===== src/rtl/vga_timing_gen.sv =====
// Parametrised raster timing generator.
// Produces registered sync, blanking, display-enable, pixel coordinates and
// line/frame start pulses for an arbitrary raster geometry. The counters
// advance only on clock edges where pix_en_i is high. Every output is decoded
// from the *next* counter values and registered, so all outputs change
// together on the same advancing edge.
module vga_timing_gen #(
  parameter int H_ACTIVE    = 640,
  parameter int H_FRONT     = 16,
  parameter int H_SYNC      = 96,
  parameter int H_BACK      = 48,
  parameter int V_ACTIVE    = 480,
  parameter int V_FRONT     = 10,
  parameter int V_SYNC      = 2,
  parameter int V_BACK      = 33,
  parameter bit H_SYNC_POL  = 1'b0,
  parameter bit V_SYNC_POL  = 1'b0,
  parameter int COUNT_WIDTH = 10
) (
  input  logic                   block_clk_i,
  input  logic                   rst_high_i,
  input  logic                   pix_en_i,
  output logic                   h_sync_o,
  output logic                   v_sync_o,
  output logic                   de_o,
  output logic                   h_blank_o,
  output logic                   v_blank_o,
  output logic [COUNT_WIDTH-1:0] x_o,
  output logic [COUNT_WIDTH-1:0] y_o,
  output logic                   line_start_o,
  output logic                   frame_start_o
);

  localparam int H_TOTAL = H_ACTIVE + H_FRONT + H_SYNC + H_BACK;
  localparam int V_TOTAL = V_ACTIVE + V_FRONT + V_SYNC + V_BACK;
  localparam int CW1     = COUNT_WIDTH + 1;

  // Reject geometries that cannot be represented or make no sense.
  if (H_ACTIVE < 1 || H_SYNC < 1 || V_ACTIVE < 1 || V_SYNC < 1 ||
      H_FRONT < 0 || H_BACK < 0 || V_FRONT < 0 || V_BACK < 0 ||
      COUNT_WIDTH < 1 || COUNT_WIDTH > 30 ||
      H_TOTAL > (1 << COUNT_WIDTH) || V_TOTAL > (1 << COUNT_WIDTH)) begin : g_bad_params
    $error("vga_timing_gen: illegal raster geometry or COUNT_WIDTH too small");
  end

  // Last count of each axis; the counters wrap from here back to zero.
  localparam logic [COUNT_WIDTH-1:0] H_LAST = COUNT_WIDTH'(H_TOTAL - 1);
  localparam logic [COUNT_WIDTH-1:0] V_LAST = COUNT_WIDTH'(V_TOTAL - 1);

  // Region boundaries carry one extra bit so a sync region ending exactly at
  // 2**COUNT_WIDTH (zero back porch, full-width total) still compares right.
  localparam logic [CW1-1:0] H_ACT_END  = CW1'(H_ACTIVE);
  localparam logic [CW1-1:0] H_SYNC_BEG = CW1'(H_ACTIVE + H_FRONT);
  localparam logic [CW1-1:0] H_SYNC_END = CW1'(H_ACTIVE + H_FRONT + H_SYNC);
  localparam logic [CW1-1:0] V_ACT_END  = CW1'(V_ACTIVE);
  localparam logic [CW1-1:0] V_SYNC_BEG = CW1'(V_ACTIVE + V_FRONT);
  localparam logic [CW1-1:0] V_SYNC_END = CW1'(V_ACTIVE + V_FRONT + V_SYNC);

  logic [COUNT_WIDTH-1:0] h_cnt, v_cnt;
  logic [COUNT_WIDTH-1:0] h_nxt, v_nxt;
  logic [CW1-1:0]         h_ext, v_ext;
  logic                   h_wrap;
  logic                   h_blank_nxt, v_blank_nxt;
  logic                   h_sync_act, v_sync_act;

  // Next counter values and the decode of those values into output levels.
  always_comb begin
    // NOTE: every signal gets a default first so no path leaves it unassigned,
    // which would otherwise infer a latch.
    h_wrap = (h_cnt == H_LAST);
    h_nxt  = h_wrap ? '0 : h_cnt + COUNT_WIDTH'(1);
    v_nxt  = v_cnt;
    if (h_wrap) begin
      v_nxt = (v_cnt == V_LAST) ? '0 : v_cnt + COUNT_WIDTH'(1);
    end

    h_ext       = {1'b0, h_nxt};
    v_ext       = {1'b0, v_nxt};
    h_blank_nxt = (h_ext >= H_ACT_END);
    v_blank_nxt = (v_ext >= V_ACT_END);
    h_sync_act  = (h_ext >= H_SYNC_BEG) && (h_ext < H_SYNC_END);
    v_sync_act  = (v_ext >= V_SYNC_BEG) && (v_ext < V_SYNC_END);
  end

  // Counter state and registered outputs, all updated on advancing edges.
  always_ff @(posedge block_clk_i or posedge rst_high_i) begin
    // NOTE: non-blocking assignments keep every register sampling the
    // pre-edge values, so the outputs below see a consistent snapshot.
    if (rst_high_i) begin
      // Counters park on the last position so the first advance lands on (0,0).
      h_cnt         <= H_LAST;
      v_cnt         <= V_LAST;
      x_o           <= '0;
      y_o           <= '0;
      de_o          <= 1'b0;
      h_blank_o     <= 1'b1;
      v_blank_o     <= 1'b1;
      h_sync_o      <= ~H_SYNC_POL;
      v_sync_o      <= ~V_SYNC_POL;
      line_start_o  <= 1'b0;
      frame_start_o <= 1'b0;
    end else begin
      // Pulses last one clock regardless of how long pix_en_i stays low.
      line_start_o  <= 1'b0;
      frame_start_o <= 1'b0;
      if (pix_en_i) begin
        h_cnt         <= h_nxt;
        v_cnt         <= v_nxt;
        x_o           <= h_nxt;
        y_o           <= v_nxt;
        h_blank_o     <= h_blank_nxt;
        v_blank_o     <= v_blank_nxt;
        de_o          <= ~h_blank_nxt & ~v_blank_nxt;
        h_sync_o      <= h_sync_act ? H_SYNC_POL : ~H_SYNC_POL;
        v_sync_o      <= v_sync_act ? V_SYNC_POL : ~V_SYNC_POL;
        line_start_o  <= (h_nxt == '0);
        frame_start_o <= (h_nxt == '0) && (v_nxt == '0);
      end
    end
  end

endmodule


===== config.mk =====
export PLATFORM = sky130hd
export DESIGN_NAME = vga_timing_gen
export DESIGN_NICKNAME = d
export VERILOG_FILES = /design/src/rtl/vga_timing_gen.sv
export SDC_FILE = /design/constraint.sdc
export NUM_CORES = 1
export LEC_CHECK = 0
export BUFFER_PORTS_ARGS = -buffer_cell sky130_fd_sc_hd__buf_2
export CAP_MARGIN = 5
export CORE_ASPECT_RATIO = 1.1
export CORE_MARGIN = 8
export CORE_UTILIZATION = 50
export DETAILED_ROUTE_END_ITERATION = 6
export MAX_ROUTING_LAYER = met4
export PLACE_DENSITY_LB_ADDON = 0.15
export SYNTH_ARGS = -nofsm -noshare
export SYNTH_HDL_FRONTEND = slang
export SYNTH_SLANG_ARGS = --single-unit

===== constraint.sdc =====
create_clock -name block_clk_i -period 3.2 [get_ports block_clk_i]
set_input_delay 0.48 -clock block_clk_i [delete_from_list [all_inputs] [get_ports block_clk_i]]
set_output_delay 0.48 -clock block_clk_i [all_outputs]
set_load 0.02 [all_outputs]

### Word level (Yosys, flattened, before mapping)

Index checks and enable logic that the tools add are counted.

* bits in registers: 47
* input bits: 3
* output and inout bits: 27
* word-level logic and storage cells: 36

* add/subtract/negate cells: 2
* $lt $le $gt $ge: 6
* equality and inequality tests: 2
* muxes and demuxes: 7
* bitwise gates (word level): 3
* reduce and logical (&&, ||, !) cells: 5

Operators with widths (count)
* 10-bit 2-to-1 mux: 3
* 10-bit by 1-bit adder with 10-bit output (second input constant): 2
* 10-bit == test (second input constant): 2
* 10-bit >= comparator (second input constant): 2
* 10-bit by 9-bit >= comparator with 1-bit output (second input constant): 2
* 10-bit logical NOT: 2
* 10-bit less-than comparator (second input constant): 1
* 10-bit by 9-bit less-than comparator with 1-bit output (second input constant): 1
* 1-bit 2-to-1 mux: 4
* 1-bit logical AND: 3
* 1-bit inverter: 2
* 1-bit bitwise AND: 1

### Depth between registers and ports, before layout

* depth after elaboration: 6
* mapped depth: 11
* depth with buffers taken out: 8

### Worst setup path after synthesis

Ideal clock, no wire load.

* path kind: register to register
* from: reg h_cnt[0]
* to: reg y_o[4]
* setup time: 66 ps
* arrival: 2222 ps
* required time: 3134 ps
* slack: 912 ps
* stages on the path, launching flop included: 11
* buffers on the path: 4
* period minus slack after synthesis: 2288 ps
* path through: dfstp_2 > ha_1 > buf_2 > and4_1 > buf_4 > and3_1 > buf_4 > buf_6 > nand2_2 > or4_1 > nand2_1

* longest elaborated chain between the ends: 2

Ends and longest elaborated chain
* from (decl): RTL line 59 `logic [COUNT_WIDTH-1:0] h_cnt, v_cnt;`
* from (signal assigned): RTL line 107 `h_cnt <= h_nxt;`
* 10-bit == test: RTL line 70 `h_wrap = (h_cnt == H_LAST);`
* 10-bit 2-to-1 mux: RTL line 73 `if (h_wrap) begin`
* to (signal assigned): RTL line 110 `y_o <= v_nxt;`
* to (decl): RTL line 29 `output logic [COUNT_WIDTH-1:0] y_o,`

No other way between the ends.
A chain may end at the register's enable or synchronous reset.

### Worst setup path after layout

* from: reg h_cnt[0]
* to: reg h_blank_o

* longest elaborated chain between the ends: 3
* elaborated cells between the ends (all ways): 4
* classes of those cells: 1 x add/sub; 1 x order compare; 1 x eq/ne; 1 x mux

Ends and longest elaborated chain
* 10-bit by 1-bit adder with 10-bit output / 10-bit == test (equally long branches): RTL line 71, 70
* 10-bit 2-to-1 mux *: RTL line 71 `h_nxt = h_wrap ? '0 : h_cnt + COUNT_WIDTH'(1);`
* 10-bit >= comparator *: RTL line 79 `h_blank_nxt = (h_ext >= H_ACT_END);`
* to (signal assigned): RTL line 111 `h_blank_o <= h_blank_nxt;`
* to (decl): RTL line 26 `output logic h_blank_o,`

Every way passes the cells marked *; elsewhere a longest branch is shown, timed or not.

==> summary.md <==
| Metric | Value |
|---|---|
| Area delta synth->final | 7.14% |
| Cells after Synth | 260 |
| Routed WL | 5340 um |
| #FFs+latches synth | 37 |
| Worst reg2reg path depth | 7 |
| Vias/cell | 5.88 |
| Global-route wire length before repair | 9400 um |
| Root Buffer | clkbuf_8 |
| CP cell instances | ha_1 -> and4_1 -> and3_1 -> o21ai_0 -> a21oi_1 -> a21oi_1 -> mux2_2 |
| Routed wire per std cell | 16.4 um |
| Dpl hpwl | 3840 um |
| Die Wd | 80.9 um |
| CTS tree | done |
| Nets | 275 |
| Clk_lat worst skew | 0.29 ns |
| Largest net degree at the start of global routing | 38 |
| Top delay family on crit path | simple AND/OR/NAND/NOR gates |
| Syn. warnings | 0 |
| CP bufs+invs | 0 |
| Setup TNS | 0 ns |
| Placer Congestion | 0.917 |
| Worst Path Arrival | 3.02 ns |
| Post-route cell area | 0.00248 sq mm |
| Syn avg cell area | 8.90 sq um |
| Tmin final | 2.80 ns |
| DRT Pass-1 Iters | 4 |
| DIE AREA | 0.00707 sq mm |
| Post-synth top area share | 24.9% |
| Hold Path Class | in2async |
| Worst Tran Pin Value | 0.567 ns |
| Cell taking the most area after synthesis | dfrtp_1 |
| Met1 Use GR | 24.5% |
| Post-Route Skew | 0.00635 ns |
| Vias in the first global route | 1896 |
| Post-Syn Area | 0.00231 sq mm |
| Asr flop ratio synth | 100% |
| 1st-iter DRT viols | 242 |
| Leak | 1.04 nW |
| Synth cell types | 58 |
| Layout cells sized above 1 | 23.8% |
| Worst Path Required | 3.42 ns |
| Sequential area share after synthesis | 40.8% |
| Final Max Tran Viols | 0 |
| PwrDens | 579 mW/mm^2 |
| Number of buffers created by CTS | 5 |
| EDFF count, synth | 0 |
| Crit path top cell by count | a21oi_1 |
| R2r setup slk | 0.40 ns |
| Final Setup Violations | 0 |
| Post-cts resize count | 0 |
| Core Rows | 26 |
| Via count | 1911 |
| Clk pin slew, worst setup/hold paths | 0.07 ns |
| Syn nets | 267 |
| Top post-synthesis cells by area | dfrtp_1 (25%), dfstp_2 (16%), buf_4 (3.9%), xnor2_1 (3.8%), nand2_1 (3.6%) |
| Placed Area | 0.00236 sq mm |
| Critical Path Start Type | register |
| Met2 Usage GRT | 23.9% |
| Crit Path Category | reg2reg |
| Die height | 87.4 um |
| Initial antenna violation count | 0 |
| RSZ-0062 raised after global routing | no |
| Capturing point of the worst reg2reg path | h_blank_o |
| Slew margin rel. | 62.2% |
| Final worst path period share | 87.5% |
| Status | completed |
| Overall routing resource usage | 17.2% |
| Main synth FF type | dfrtp_1 |
| Endpoints failing hold | 0 |
| Worst VDD drop | 0.000382 V |
| Top Ports | 30 |
| GR peak layer | met1 |
| Setup Buffers After CTS | 0 |
| Slowest cell delay on critical path | 0.58 ns |
| Htree depth | 2 |
| Nature of the critical path endpoint | register |
| Antenna fix cells | 0 |
| # hold bufs at CTS | 0 |
| Max clock buf depth | 2 |
| Remaining antenna violation count | 0 |
| Maxcap violations | 0 |
| Reg-to-reg critical path startpoint | h_cnt[0] |
| Fmax | 357 MHz |
| DRC | 0 |
| CP max stage cell | dfstp_2 |
| Met3 Use GR | 3.00% |
| Core box area | 0.00455 sq mm |
| Clock sinks | 37 |
| Starting Density | 50.8% |
| Max FO, Critical Path | 16 |
| IO Port Bufs | 29 |
| GR Overflow Total | 0 |
[flip-flops by register name, indices dropped and copies added (netlist names)]
register,cells
v_cnt,3
line_start_o,1
frame_start_o,1
x_o,10
h_cnt,7
de_o,1
v_sync_o,1
y_o,10
h_blank_o,1
v_blank_o,1
h_sync_o,1
[synth_stat cells, drive strengths merged (6+ instances only)]
master and count:
inv 13, xnor2 10, dfstp 14, nor2 20, dfrtp 23, o21ai 16, nor4 6, nand2 23
nor3 9, clkbuf 8, nand3 13, buf 22, a21oi 15
[layout make-up]
class                   count  area, sq um
clock buffers               7         86.3
clock inverters             1         30.0
fillers                   415         2070
inverters                  13         48.8
multi-input cells         180         1140
flip-flops and latches     37          943
well taps                  56         70.1
repair buffers             31          160
[through the flow]
stage               power [mW]  instances  hold slack (ns)  utilization [%]  setup slack, ns
finish                    1.44        325            0.287             54.5            0.400
global route              1.53        325            0.327             54.5           0.0965
CTS                       1.45        325            0.300             54.5            0.427
detailed placement        1.02        317            0.464             51.9            0.443
global placement          1.02        317            0.456             51.9            0.501
floorplan                0.939        260            0.475                -            0.912
[tightest hold or removal path: cells and delay by family]
kind | cells | cell delay [ns]
buf+inv | 3 | 0.54
[worst max-delay path by stage]
stage	from	endpoint	slack, ns	depth (start not counted)
global placement	h_cnt[0]	h_blank_o	0.50	7
global route	h_cnt[0]	de_o	0.1	7
CTS	h_cnt[0]	h_blank_o	0.43	7
floorplan	h_cnt[0]	y_o[4]	0.91	10
detailed placement	h_cnt[0]	h_blank_o	0.44	7
finish	h_cnt[0]	h_blank_o	0.40	7
[logic make-up (layout without fill, tap and decap cells)]
group,count (synthesis),count (layout),share of synthesized area (%)
and+or+nand+nor,96,96,22.7
AOI/OAI and AO/OA,64,64,18.2
buffers and inverters,43,52,9.95
DFF,37,37,40.8
xor gates and xnor gates,13,13,4.92
adders and majority gates,4,4,2.16
muxes,3,3,1.35
[cells in the final DEF, fill, tap and decap left out, types with 2 or more instances in the layout]
master,instances
o21a_1,5
ha_1,4
nand4_1,4
a31o_2,2
clkbuf_8,6
and4_1,2
nand3_1,13
xnor2_1,10
nand4b_1,3
dfstp_2,14
o31ai_1,3
buf_4,2
and2_1,2
nor4_1,4
a31oi_1,3
nor3_1,8
nand2_1,22
or3_1,2
inv_1,13
buf_2,29
nor3b_1,2
dfrtp_1,23
nor2_1,19
xor2_1,3
o21bai_1,2
mux2i_1,2
a21o_1,5
a21oi_1,14
and3_1,5
o21ai_0,15
[report_power, final]
part	internal (mW)	switching [mW]	total, mW	leakage (nW)
clock	0.254	0.167	0.421	0.0585
sequential	0.574	0.101	0.676	0.433
combinational	0.130	0.210	0.339	0.552
[layer usage]
| metal | wire [um] | vias up | part of all wire [%] |
|---|---|---|---|
| met1 | 2650 | 917 | 50 |
| met5 | 0 | - | 0 |
| met4 | 66 | 0 | 1.2 |
| met2 | 2300 | 60 | 43 |
| li1 | - | 927 | - |
| met3 | 321 | 7 | 6.0 |
(Power assumes the default switching activity.)
